File: src/rtl/fb_scanout.sv
// fb_scanout: self-timed video scan-out that pulls RGB565 words from the framebuffer stream
// and drives RGB888 with sync/DE, frame-boundary base swaps and error counters. Rev 1.0
`default_nettype none

module fb_scanout #(
    parameter int          H_RES      = 640,
    parameter int          H_FP       = 16,
    parameter int          H_SYNC     = 96,
    parameter int          H_BP       = 48,
    parameter int          V_RES      = 480,
    parameter int          V_FP       = 10,
    parameter int          V_SYNC     = 2,
    parameter int          V_BP       = 33,
    parameter int          FB_WIDTH   = 128,
    parameter int          FB_HEIGHT  = 128,
    parameter logic [23:0] BASE_RESET = 24'h000000
) (
    input  logic        clk_pix,
    input  logic        reset_ni,
    input  logic [23:0] fb_base_i,
    input  logic        fb_swap_i,
    output logic        fb_swap_pending_o,
    output logic        fb_swap_done_o,
    output logic        stream_start_frame_o,
    output logic [23:0] stream_base_address_o,
    output logic        stream_ena_o,
    input  logic [15:0] stream_data_i,
    input  logic        stream_preloading_i,
    input  logic        stream_err_underflow_i,
    input  logic [15:0] border_color_i,
    output logic        vga_hsync_o,
    output logic        vga_vsync_o,
    output logic        vga_de_o,
    output logic [7:0]  vga_r_o,
    output logic [7:0]  vga_g_o,
    output logic [7:0]  vga_b_o,
    output logic [7:0]  underflow_count_o,
    output logic [7:0]  late_count_o
);

    localparam int H_TOTAL = H_RES + H_FP + H_SYNC + H_BP;
    localparam int V_TOTAL = V_RES + V_FP + V_SYNC + V_BP;
    localparam int HW      = $clog2(H_TOTAL);
    localparam int VW      = $clog2(V_TOTAL);

    localparam logic [HW-1:0] H_LAST = HW'(H_TOTAL - 1);
    localparam logic [HW-1:0] H_VIS  = HW'(H_RES);
    localparam logic [HW-1:0] H_SS   = HW'(H_RES + H_FP);
    localparam logic [HW-1:0] H_SE   = HW'(H_RES + H_FP + H_SYNC);
    localparam logic [HW-1:0] H_WIN  = HW'(FB_WIDTH);
    localparam logic [VW-1:0] V_LAST = VW'(V_TOTAL - 1);
    localparam logic [VW-1:0] V_VIS  = VW'(V_RES);
    localparam logic [VW-1:0] V_SS   = VW'(V_RES + V_FP);
    localparam logic [VW-1:0] V_SE   = VW'(V_RES + V_FP + V_SYNC);
    localparam logic [VW-1:0] V_WIN  = VW'(FB_HEIGHT);

    logic [HW-1:0] h;
    logic [VW-1:0] v;
    logic          primed;
    logic          late;
    logic [23:0]   pending_base;
    logic [15:0]   pix;

    logic at_c, at_origin, late_set, late_now, visible;

    assign at_c      = (h == '0) && (v == V_VIS);
    assign at_origin = (h == '0) && (v == '0);
    assign late_set  = at_origin && stream_preloading_i;
    // The late flag only lands on the next edge, so the origin cycle itself must also be gated.
    assign late_now  = late || late_set;
    assign visible   = (h < H_VIS) && (v < V_VIS);

    assign stream_ena_o = primed && (h < H_WIN) && (v < V_WIN) && !late_now;

    always_comb begin
        pix = 16'h0000;
        if (stream_ena_o)
            pix = stream_data_i;
        else if (visible)
            pix = border_color_i;
    end

    always_ff @(posedge clk_pix or negedge reset_ni) begin
        if (!reset_ni) begin
            h                     <= '0;
            v                     <= '0;
            primed                <= 1'b0;
            late                  <= 1'b0;
            stream_base_address_o <= BASE_RESET;
            pending_base          <= BASE_RESET;
            fb_swap_pending_o     <= 1'b0;
            fb_swap_done_o        <= 1'b0;
            stream_start_frame_o  <= 1'b0;
            late_count_o          <= 8'h00;
            underflow_count_o     <= 8'h00;
            vga_hsync_o           <= 1'b1;
            vga_vsync_o           <= 1'b1;
            vga_de_o              <= 1'b0;
            vga_r_o               <= 8'h00;
            vga_g_o               <= 8'h00;
            vga_b_o               <= 8'h00;
        end else begin
            if (h == H_LAST) begin
                h <= '0;
                v <= (v == V_LAST) ? '0 : v + VW'(1);
            end else begin
                h <= h + HW'(1);
            end

            stream_start_frame_o <= at_c;
            fb_swap_done_o       <= at_c && fb_swap_pending_o;

            // A request arriving on the boundary cycle waits for the next frame.
            if (at_c) begin
                primed            <= 1'b1;
                late              <= 1'b0;
                fb_swap_pending_o <= fb_swap_i;
                if (fb_swap_pending_o)
                    stream_base_address_o <= pending_base;
            end else if (fb_swap_i) begin
                fb_swap_pending_o <= 1'b1;
            end
            if (fb_swap_i)
                pending_base <= fb_base_i;

            if (late_set) begin
                late <= 1'b1;
                if (late_count_o != 8'hFF)
                    late_count_o <= late_count_o + 8'd1;
            end
            if (stream_err_underflow_i && (underflow_count_o != 8'hFF))
                underflow_count_o <= underflow_count_o + 8'd1;

            vga_de_o    <= visible;
            vga_hsync_o <= !((h >= H_SS) && (h < H_SE));
            vga_vsync_o <= !((v >= V_SS) && (v < V_SE));
            vga_r_o     <= {pix[15:11], pix[15:13]};
            vga_g_o     <= {pix[10:5],  pix[10:9]};
            vga_b_o     <= {pix[4:0],   pix[4:2]};
        end
    end

endmodule

`default_nettype wire

File: config.mk
export PLATFORM = sky130hd
export DESIGN_NAME = fb_scanout
export DESIGN_NICKNAME = d
export VERILOG_FILES = /design/src/rtl/fb_scanout.sv
export SDC_FILE = /design/constraint.sdc
export NUM_CORES = 1
export LEC_CHECK = 0
export BUFFER_PORTS_ARGS = -buffer_cell sky130_fd_sc_hd__buf_2
export CORE_MARGIN = 2
export CORE_UTILIZATION = 49
export CTS_BUF_LIST = sky130_fd_sc_hd__clkbuf_4
export CTS_CLUSTER_SIZE = 24
export DETAILED_ROUTE_END_ITERATION = 10
export PLACE_DENSITY = 0.9
export SKIP_CTS_REPAIR_TIMING = 1
export SYNTH_ARGS = -nofsm -noshare
export SYNTH_HDL_FRONTEND = slang
export SYNTH_SLANG_ARGS = --single-unit
File: constraint.sdc
create_clock -name clk_pix -period 2.6 [get_ports clk_pix]
set_clock_uncertainty 0.2 [all_clocks]
set_input_delay 0.39 -clock clk_pix [delete_from_list [all_inputs] [get_ports clk_pix]]
set_output_delay 0.39 -clock clk_pix [all_outputs]
set_load 0.03 [all_outputs]
==> results.md, run 1 <==
- Outcome: complete, but fails checks
- Failing checks: negative setup slack
- Delay-heaviest family, CP: simple AND/OR/NAND/NOR gates
- Least-Margin Pin Slew: 0.689 ns
- R2r setup slk: 0.11 ns
- Max Fclk: 0.331 GHz
- Unrepaired setup endpoints after global routing: yes
- # IOs: 132
- Final worst slack: -0.417 ns
- Core box area: 9240 um2
- Crit-path slowest cell: or4_4
- Root Driver: clkbuf_4
- Slew headroom: 53.7%
- Antenna viol nets, final: 0
- R2R cell count: 4
- WL/cell: 16.0 um
- Initial antenna violation count: 0
- GR Util All Layers: 18.8%
- Routed vias: 3713
- Crit Path Max Fanout: 9
- NumNets Final: 646
- Critical Path Sink: stream_ena_o
- Sequential area share after synthesis: 57.9%
- Peak supply drop: 286 uV
- Cell Chain, Critical Path: or3_1 > or4_4 > o21ai_4 > clkinvlp_4 > buf_2
- Final hold vios: 0
- Tightest Hold Check Type: in2reg
- Max clock buf depth: 2
- Lkg Pwr: 3.32 nW
- Post-synth top area cell: dfrtp_1
- First-pass GRT wire length: 15400 um
- PwrDens: 535 nW/um2
- DPL Wire Length: 7030 um
- Synth top area share: 56.8%
- Number of synthesized flops with an enable pin: 0
- Grt total ovfl: 0
- Vias in the first global route: 3397
- Die height: 102 um
- CTS tree: yes
- Total of fill cells in the finished design: 608
- Seq cells post-synth: 108
- Stages on the worst setup path: 5
- Period utilization: 116%
- Initial DRC Count: 238
- Post-Synthesis Cells: 381
- WL final: 11400 um
- Slew Limit Fails: 0
- Max incr delay on CP: 0.62 ns
- Via density: 5.21
- Minimum clock period: 3.02 ns
- H-Tree Depth: 3
- Largest net degree at the start of global routing: 109
- Starting density of the core: 50.5%
- Inserted Clock Buffers: 9
- R2r startpoint: h[5]
- Ys Warns: 0
- Netlist cell types: 44
- Synthesized area: 4670 um2
- Worst Setup Start Kind: flip-flop
- Pre-Repair DR Iteration Count: 6
- Clk_lat worst skew: 0.46 ns
- # rows: 35
- I/O Buffers: 131
- Main synth FF type: dfrtp_1
- Die area: 10300 um2
- Area of the multi-input gates: 1740 um2
- Async set-or-reset flop fraction in the synthesized netlist: 100%
- Worst Path Required: 2.01 ns
- Final setup viols: 1
- R2R Path End: late_count_o[6]
- # clock sinks: 108
- Diodes inserted: 0
- CP arrival: 2.43 ns
- Finished Layout Cells: 713
- Max-Cap Viols: 0
- WS Path Type: reg2out
- Avg Inst Size Synth: 12.3 um2
- Buffers & Inverters on Critical Path: 2
- DRC: 0
- Ranking of synthesized cells by area: dfrtp_1 (57%), mux2_2 (13%), mux2i_1 (3.4%)
- Register area: 2710 um2
- Final cell utilization of the core: 67.7%
- Gpl congestion: 0.830
- Clk slew on worst S/H paths: 0.18 ns
- Synth Net Count: 448
- Die X: 102 um
- Layout area overhead: 34.0%
- Setup crit start: h[5]
- Dpl cells: 639
- Share of cells above drive strength 1: 39.0%
- CP endpoint kind: primary output
-- report_power, final --
part           total [mW]  internal (mW)  switching (mW)
Clock               0.915          0.324           0.591
Combinational       0.556          0.239           0.318
Sequential           1.88           1.78          0.0954
-- cells in the mapped netlist (4+ instances only) --
cell,n
dfrtp_1,106
mux2_2,53
inv_1,30
nand2_1,28
nand3_1,20
mux2i_1,16
xor2_1,15
nor3_1,11
o21ai_0,11
nor2_1,9
buf_4,8
and3_1,6
ha_1,6
xnor2_1,6
a21oi_1,4
clkbuf_1,4
nand4_1,4
nor4_1,4
or3_1,4
-- worst min-delay path, cell delays in order --
cell,delay [ns]
buf_2,0.12
o211ai_1,0.11
xnor2_1,0.07
-- layer usage --
layer	part of all wire (%)	vias up	GRT usage [%]
met4	2.4	0	8.00
met3	6.1	30	4.07
met1	39	1813	23.3
li1	-	1708	-
met5	0	-	0
met2	52	162	31.9
-- cells by family (layout without fill, tap and decap cells) --
group,after synthesis,after routing,synth area share [%]
adders and majority gates,6,6,1.61
and+or+nand+nor,103,103,11.7
muxes,69,69,16.2
DFF,108,108,57.9
AOI/OAI and AO/OA,25,25,3.24
buffers and inverters,49,252,5.41
xor gates and xnor gates,21,21,3.94
-- stage by stage --
step	setup slack (ns)	setup TNS [ns]	total power [mW]	area [um2]	hold slack, ns
after detailed placement	-0.000112	-0.000112	2.39	5500	0.274
after global placement	0.0698	0	2.37	5500	0.249
after floorplan	-0.0767	-0.0767	2.20	4680	-0.106
final	-0.417	-0.417	3.35	6260	0.0450
after global routing	-0.485	-0.485	3.49	6260	0.0566
after CTS	-0.538	-0.538	3.29	5660	-0.215
-- sequential cells by signal (all words and copies together) (netlist names), 5 cells and up --
register,cells
h,10
vga_b_o,5
underflow_count_o,8
pending_base,24
stream_base_address_o,24
v,10
vga_g_o,6
late_count_o,8
vga_r_o,5
-- cell type report --
class / count / share of cell area [%]
clock buffer: 10 / 1.20
clock inverter: 6 / 1.32
inverter: 30 / 1.86
multi-input combinational: 224 / 27.8
sequential: 108 / 43.2
tap: 129 / 2.58
timing repair buffer: 206 / 22.0
-- how the worst min path moves through the flow --
stage | cells after the start | end | start
after floorplan | 0 | fb_swap_done_o | reset_ni
after global placement | 1 | primed | primed
after detailed placement | 1 | primed | primed
after CTS | 2 | underflow_count_o[1] | reset_ni
after global routing | 3 | underflow_count_o[2] | stream_err_underflow_i
final | 3 | underflow_count_o[2] | stream_err_underflow_i
-- layout by cell type, fill, tap and decap left out, types with 5 or more instances in the layout --
| master | count |
|---|---|
| xnor2_1 | 6 |
| ha_1 | 5 |
| inv_1 | 29 |
| xor2_1 | 15 |
| nand3_1 | 20 |
| dfrtp_1 | 106 |
| dlygate4sd3_1 | 57 |
| clkbuf_4 | 10 |
| and3_1 | 6 |
| o21ai_0 | 11 |
| nand2_1 | 28 |
| buf_4 | 18 |
| nor2_1 | 9 |
| mux2i_1 | 16 |
| buf_2 | 130 |
| nor3_1 | 10 |
| mux2_2 | 53 |
(Power assumes the default switching activity.)
==> run 2: changes to the inputs <==
--- a/config.mk
+++ b/config.mk
@@ -7,11 +7,12 @@
 export LEC_CHECK = 0
 export BUFFER_PORTS_ARGS = -buffer_cell sky130_fd_sc_hd__buf_2
 export CORE_MARGIN = 2
-export CORE_UTILIZATION = 49
+export CORE_UTILIZATION = 54
 export CTS_BUF_LIST = sky130_fd_sc_hd__clkbuf_4
 export CTS_CLUSTER_SIZE = 24
 export DETAILED_ROUTE_END_ITERATION = 10
-export PLACE_DENSITY = 0.9
+export PLACE_DENSITY = 0.93
+export REMOVE_ABC_BUFFERS = 1
 export SKIP_CTS_REPAIR_TIMING = 1
 export SYNTH_ARGS = -nofsm -noshare
 export SYNTH_HDL_FRONTEND = slang
==> constraint.sdc (replaced) <==
create_clock -name clk_pix -period 2.9 [get_ports clk_pix]
set_clock_uncertainty 0.2 [all_clocks]
set_input_delay 0.435 -clock clk_pix [delete_from_list [all_inputs] [get_ports clk_pix]]
set_output_delay 0.435 -clock clk_pix [all_outputs]
set_load 0.03 [all_outputs]
==> results.md, run 2 (synthesis results as in run 1) <==
- Int Pwr: 1.97 mW (was 2.35 mW)
- Core box area: 8300 um2 (was 9240 um2)
- Unrepaired setup endpoints after global routing: yes (unchanged)
- PwrDens: 485 nW/um2 (was 535 nW/um2)
- I/O Buffers: 131 (unchanged)
- CP endpoint kind: primary output (unchanged)
- Diodes inserted: 0 (unchanged)
- Layout area overhead: 25.4% (was 34.0%)
- Share of cells above drive strength 1: 42.9% (was 39.0%)
- # IOs: 132 (unchanged)
- Via density: 5.32 (was 5.21)
- Max Fclk: 0.349 GHz
- WL final: 10300 um (was 11400 um)
- Initial DRC Count: 108 (was 238)
- Gpl congestion: 0.835 (was 0.830)
- Most frequent cells in the layout: buf_2 (129), dfrtp_1 (99), mux2_2 (53) (was buf_2 (130), dfrtp_1 (106), dlygate4sd3_1 (57))
- Die X: 97 um (was 102 um)
- Inserted Clock Buffers: 9 (unchanged)
- Clk_lat worst skew: 0.45 ns (was 0.46 ns)
- H-Tree Depth: 3 (unchanged)
- Lkg Pwr: 3.16 nW (was 3.32 nW)
- Final hold vios: 1 (was 0)
- Largest net degree at the start of global routing: 61 (was 109)
- Worst Path Required: 2.27 ns (was 2.01 ns)
- Period utilization: 98.9%
- Switching Power: 0.866 mW (was 1.00 mW)
- Outcome: complete, but fails checks (unchanged)
- Initial antenna violation count: 0 (unchanged)
- Clock share of power: 24.6% (was 27.3%)
- Grt total ovfl: 0 (unchanged)
- Final cell utilization of the core: 70.6% (was 67.7%)
- Setup tns final: 0 ns (was -0.417 ns)
- Worst Hold Depth: 3 (unchanged)
- # clock sinks: 108 (unchanged)
- Routed vias: 3457 (was 3713)
- Least-Margin Pin Slew: 0.751 ns (was 0.689 ns)
- Finished Layout Cells: 650 (was 713)
- Pre-Repair DR Iteration Count: 5 (was 6)
- Die area: 9410 um2 (was 10300 um2)
- NumNets Final: 607 (was 646)
- WS Path Type: reg2out (unchanged)
- GR Util All Layers: 21.2% (was 18.8%)
- CTS tree: yes (unchanged)
- Slew Limit Fails: 0 (unchanged)
- Clk slew on worst S/H paths: 0.17 ns (was 0.18 ns)
- Root Driver: clkbuf_4 (unchanged)
- Final setup viols: 0 (was 1)
- DRC: 0 (unchanged)
- Largest registers: pending_base: 24 flops, stream_base_address_o: 24 flops (unchanged)
- Minimum clock period: 2.87 ns
- Comb pwr share: 16.1% (was 16.6%)
- Starting density of the core: 56.3% (was 50.5%)
- DPL Wire Length: 7160 um (was 7030 um)
- Failing checks: negative hold slack (was negative setup slack)
- Final worst slack: 0.0316 ns (was -0.417 ns)
- Max clock buf depth: 2 (unchanged)
- Die height: 97 um (was 102 um)
- Max-Cap Viols: 0 (unchanged)
- Total of fill cells in the finished design: 594 (was 608)
- # rows: 33 (was 35)
- Worst Setup Start Kind: flip-flop (unchanged)
- WL/cell: 15.8 um (was 16.0 um)
- Antenna viol nets, final: 0 (unchanged)
- Peak supply drop: 256 uV (was 286 uV)
- Dpl cells: 604 (was 639)
- CP arrival: 2.23 ns (was 2.43 ns)
- First-pass GRT wire length: 16400 um (was 15400 um)
- Sequential Power Share: 59.3% (was 56.1%)
- Vias in the first global route: 3463 (was 3397)
- Worst slack, placed: 0.271 ns (was -0.000112 ns)
- Min Hold Slack: -0.000560 ns (was 0.0450 ns)
- Commonest non-fill, non-tap cell in the layout: buf_2 (unchanged)
- Slew headroom: 49.9% (was 53.7%)
- R2R cell count: 6 (was 4)
- Tightest Hold Check Type: in2reg (unchanged)
- Crit Path Max Fanout: 6 (was 9)
- Switching part of the total: 30.5% (was 30.0%)
==> run 2: routing by layer <==
layer | global-route usage [%] | wire length [um] | vias to the layer above
met2 | 38.5 | 5370 | 116
met5 | 0 | 0 | -
met1 | 26.5 | 4250 | 1700
met3 | 3.40 | 502 | 16
met4 | 5.53 | 134 | 0
li1 | - | - | 1625
==> run 2: worst paths after layout <==
kind                                    from                   endpoint  slack (ns)
setup / recovery                        h[7]               stream_ena_o        0.03
setup reg to reg                        h[2]  stream_base_address_o[21]        0.24
max in group asynchronous           reset_ni           pending_base[11]        1.44
hold / removal             stream_data_i[13]                 vga_r_o[5]     -0.0006
hold reg to reg                       primed                     primed        0.31
min in group asynchronous           reset_ni       underflow_count_o[6]        0.36
==> run 2: final cells by class <==
cell class | instances | area [um2] | area share [%]
clock buffers | 9 | 67.6 | 1.15
flip-flops and latches | 108 | 2710 | 46.3
repair buffers | 167 | 1010 | 17.3
multi-input cells | 224 | 1760 | 30.0
inverters | 30 | 113 | 1.92
clock inverters | 7 | 61.3 | 1.05
well taps | 105 | 131 | 2.24
==> run 2: power groups by stage <==
stage | clock, mW | combinational [mW] | sequential, mW
global route | 0.787 | 0.496 | 1.70
global placement | 0 | 0.421 | 1.70
CTS | 0.718 | 0.441 | 1.68
detailed placement | 0 | 0.439 | 1.71
finish | 0.700 | 0.457 | 1.68
floorplan | 0 | 0.133 | 1.82
==> run 2: worst max-delay path, stage by stage (launching register included) <==
cell and delay, ns:
dfrtp_2 0.47, or3_1 0.45, or4_4 0.54, o21ai_4 0.16, inv_2 0.05, buf_6 0.13
==> run 2: per-stage QoR <==
stage               hold slack (ns)  power [mW]  instance area [um2]
floorplan                   -0.0606        1.96                 4530
global placement              0.252        2.12                 5400
detailed placement            0.269        2.15                 5400
CTS                          -0.159        2.84                 5530
global route               -0.00488        2.98                 5860
finish                    -0.000560        2.84                 5860
==> run 3: changes to the inputs <==
--- a/config.mk
+++ b/config.mk
@@ -7,11 +7,11 @@
 export LEC_CHECK = 0
 export BUFFER_PORTS_ARGS = -buffer_cell sky130_fd_sc_hd__buf_2
 export CORE_MARGIN = 2
-export CORE_UTILIZATION = 54
+export CORE_UTILIZATION = 58
 export CTS_BUF_LIST = sky130_fd_sc_hd__clkbuf_4
 export CTS_CLUSTER_SIZE = 24
 export DETAILED_ROUTE_END_ITERATION = 10
-export PLACE_DENSITY = 0.93
+export PLACE_DENSITY = 0.95
 export REMOVE_ABC_BUFFERS = 1
 export SKIP_CTS_REPAIR_TIMING = 1
 export SYNTH_ARGS = -nofsm -noshare
==> constraint.sdc (replaced) <==
create_clock -name clk_pix -period 3.6 [get_ports clk_pix]
set_clock_uncertainty 0.2 [all_clocks]
set_input_delay 0.54 -clock clk_pix [delete_from_list [all_inputs] [get_ports clk_pix]]
set_output_delay 0.54 -clock clk_pix [all_outputs]
set_load 0.03 [all_outputs]
==> results.md, run 3 (synthesis results as in run 1) <==
- # IOs: 132 (unchanged)
- Initial DRC Count: 97 (was 108)
- Core box area: 7770 um2 (was 8300 um2)
- Commonest non-fill, non-tap cell in the layout: buf_2 (unchanged)
- Final hold vios: 0 (was 1)
- Final setup viols: 0 (unchanged)
- Max clock buf depth: 2 (unchanged)
- Antenna viol nets, final: 0 (unchanged)
- R2r startpoint: v[2] (was h[2])
- Routed vias: 3312 (was 3457)
- Slew Limit Fails: 0 (unchanged)
- Minimum clock period: 3.24 ns
- # rows: 32 (was 33)
- WL final: 9310 um (was 10300 um)
- H-Tree Depth: 3 (unchanged)
- Register area: 2710 um2 (about the same)
- Clk_lat worst skew: 0.46 ns (was 0.45 ns)
- CP endpoint kind: primary output (unchanged)
- Total of fill cells in the finished design: 540 (was 594)
- Finished Layout Cells: 616 (was 650)
- Grt total ovfl: 0 (unchanged)
- Max-Cap Viols: 0 (unchanged)
- Hold path start: stream_data_i[15] (was stream_data_i[13])
- Crit Path Max Fanout: 9 (was 6)
- NumNets Final: 576 (was 607)
- Worst Hold Depth: 3 (unchanged)
- Hold EP: vga_r_o[2] (was vga_r_o[5])
- Die X: 93.7 um (was 97 um)
- Worst Setup Start Kind: flip-flop (unchanged)
- Max Fclk: 0.308 GHz
- Via density: 5.38 (was 5.32)
- DRC: 0 (unchanged)
- Share of cells above drive strength 1: 41.2% (was 42.9%)
- Slew headroom: 30.2% (was 49.9%)
- Inserted Clock Buffers: 9 (unchanged)
- R2R Path End: vga_g_o[2] (was stream_base_address_o[21])
- Gpl congestion: 0.797 (was 0.835)
- Tightest Hold Check Type: in2reg (unchanged)
- Initial antenna violation count: 0 (unchanged)
- Largest registers: pending_base: 24 flops, stream_base_address_o: 24 flops (unchanged)
- DPL Wire Length: 6940 um (was 7160 um)
- GR Util All Layers: 21.8% (was 21.2%)
- Final cell utilization of the core: 71.1% (was 70.6%)
- I/O Buffers: 131 (unchanged)
- Unrepaired setup endpoints after global routing: no (was yes)
- Area of the multi-input gates: 1720 um2 (was 1760 um2)
- Root Driver: clkbuf_4 (unchanged)
- Peak supply drop: 208 uV (was 256 uV)
- CTS tree: yes (unchanged)
- Pre-Repair DR Iteration Count: 4 (was 5)
- R2r setup slk: 0.95 ns (was 0.24 ns)
- # clock sinks: 108 (unchanged)
- PwrDens: 417 nW/um2 (was 485 nW/um2)
- Least-Margin Pin Slew: 1.04 ns (was 0.751 ns)
- First-pass GRT wire length: 15200 um (was 16400 um)
- Die area: 8790 um2 (was 9410 um2)
- Dpl cells: 599 (was 604)
- Layout area overhead: 18.3% (was 25.4%)
- Most frequent cells in the layout: buf_2 (130), dfrtp_1 (106), mux2_2 (53) (was buf_2 (129), dfrtp_1 (99), mux2_2 (53))
- Lkg Pwr: 3.02 nW (was 3.16 nW)
- Outcome: finished clean (was complete, but fails checks)
- Starting density of the core: 60.1% (was 56.3%)
- Period utilization: 90.1%
- CP arrival: 2.50 ns (was 2.23 ns)
- Worst Path Required: 2.86 ns (was 2.27 ns)
- WS Path Type: reg2out (unchanged)
- Vias in the first global route: 3264 (was 3463)
- WL/cell: 15.1 um (was 15.8 um)
- Die height: 93.7 um (was 97 um)
- Setup tns final: 0 ns (unchanged)
- Largest net degree at the start of global routing: 66 (was 61)
- Diodes inserted: 0 (unchanged)
- R2R cell count: 5 (was 6)
- Clk slew on worst S/H paths: 0.17 ns (about the same)
==> run 3: cell types whose count changed in the layout (fill, tap and decap cells not counted), moves of 2 or more <==
| cell | before | now |
|---|---|---|
| buf_4 | 13 | 4 |
| dfrtp_2 | 7 | 0 |
| dlygate4sd3_1 | 22 | 1 |
| clkinv_2 | 2 | 0 |
| dfrtp_1 | 99 | 106 |
==> run 3: per-stage QoR <==
step / worst slack, ns / hold WS, ns / area (um2) / total power, mW
floorplan: -0.208 / 0.0444 / 4530 / 1.58
global placement: 0.876 / 0.249 / 5370 / 1.71
detailed placement: 0.854 / 0.270 / 5370 / 1.73
CTS: 0.340 / -0.0326 / 5510 / 2.32
global route: 0.214 / 0.0519 / 5520 / 2.41
finish: 0.357 / 0.0782 / 5520 / 2.30
==> run 3: power by group <==
group          switching (mW)  leakage [nW]  internal (mW)
Sequential             0.0657          1.36           1.29
Combinational           0.215          1.58          0.132
Clock                   0.434        0.0790          0.168
Total                   0.714          3.02           1.59
==> run 3: cell type report <==
cell class / instances / area share [%]
Sequential cell: 108 / 49.0
Multi-Input combinational cell: 224 / 31.2
Tap cell: 102 / 2.31
Timing Repair Buffer: 136 / 12.9
Clock inverter: 7 / 1.43
Clock buffer: 9 / 1.22
Inverter: 30 / 2.04
==> run 3: worst max path at each step <==
stage	from	end	cells past startpoint
after floorplan	h[3]	stream_ena_o	4
after global placement	h[3]	stream_ena_o	5
after detailed placement	h[3]	stream_ena_o	5
after CTS	v[2]	stream_ena_o	5
after global routing	v[2]	stream_ena_o	5
final	v[2]	stream_ena_o	5
==> run 3: critical path, cell delays in order, from the launching register on <==
cell and delay [ns]:
dfrtp_1 0.49, or4_1 0.52, or4_4 0.60, o21ai_2 0.21, inv_1 0.05, buf_2 0.17
==> run 3: layer usage <==
| metal | up-vias | wire (um) | GRT usage, % |
|---|---|---|---|
| li1 | 1557 | - | - |
| met1 | 1610 | 3970 | 27.6 |
| met2 | 124 | 4600 | 37.3 |
| met3 | 21 | 518 | 4.65 |
| met4 | 0 | 217 | 7.85 |
| met5 | - | 0 | 0 |
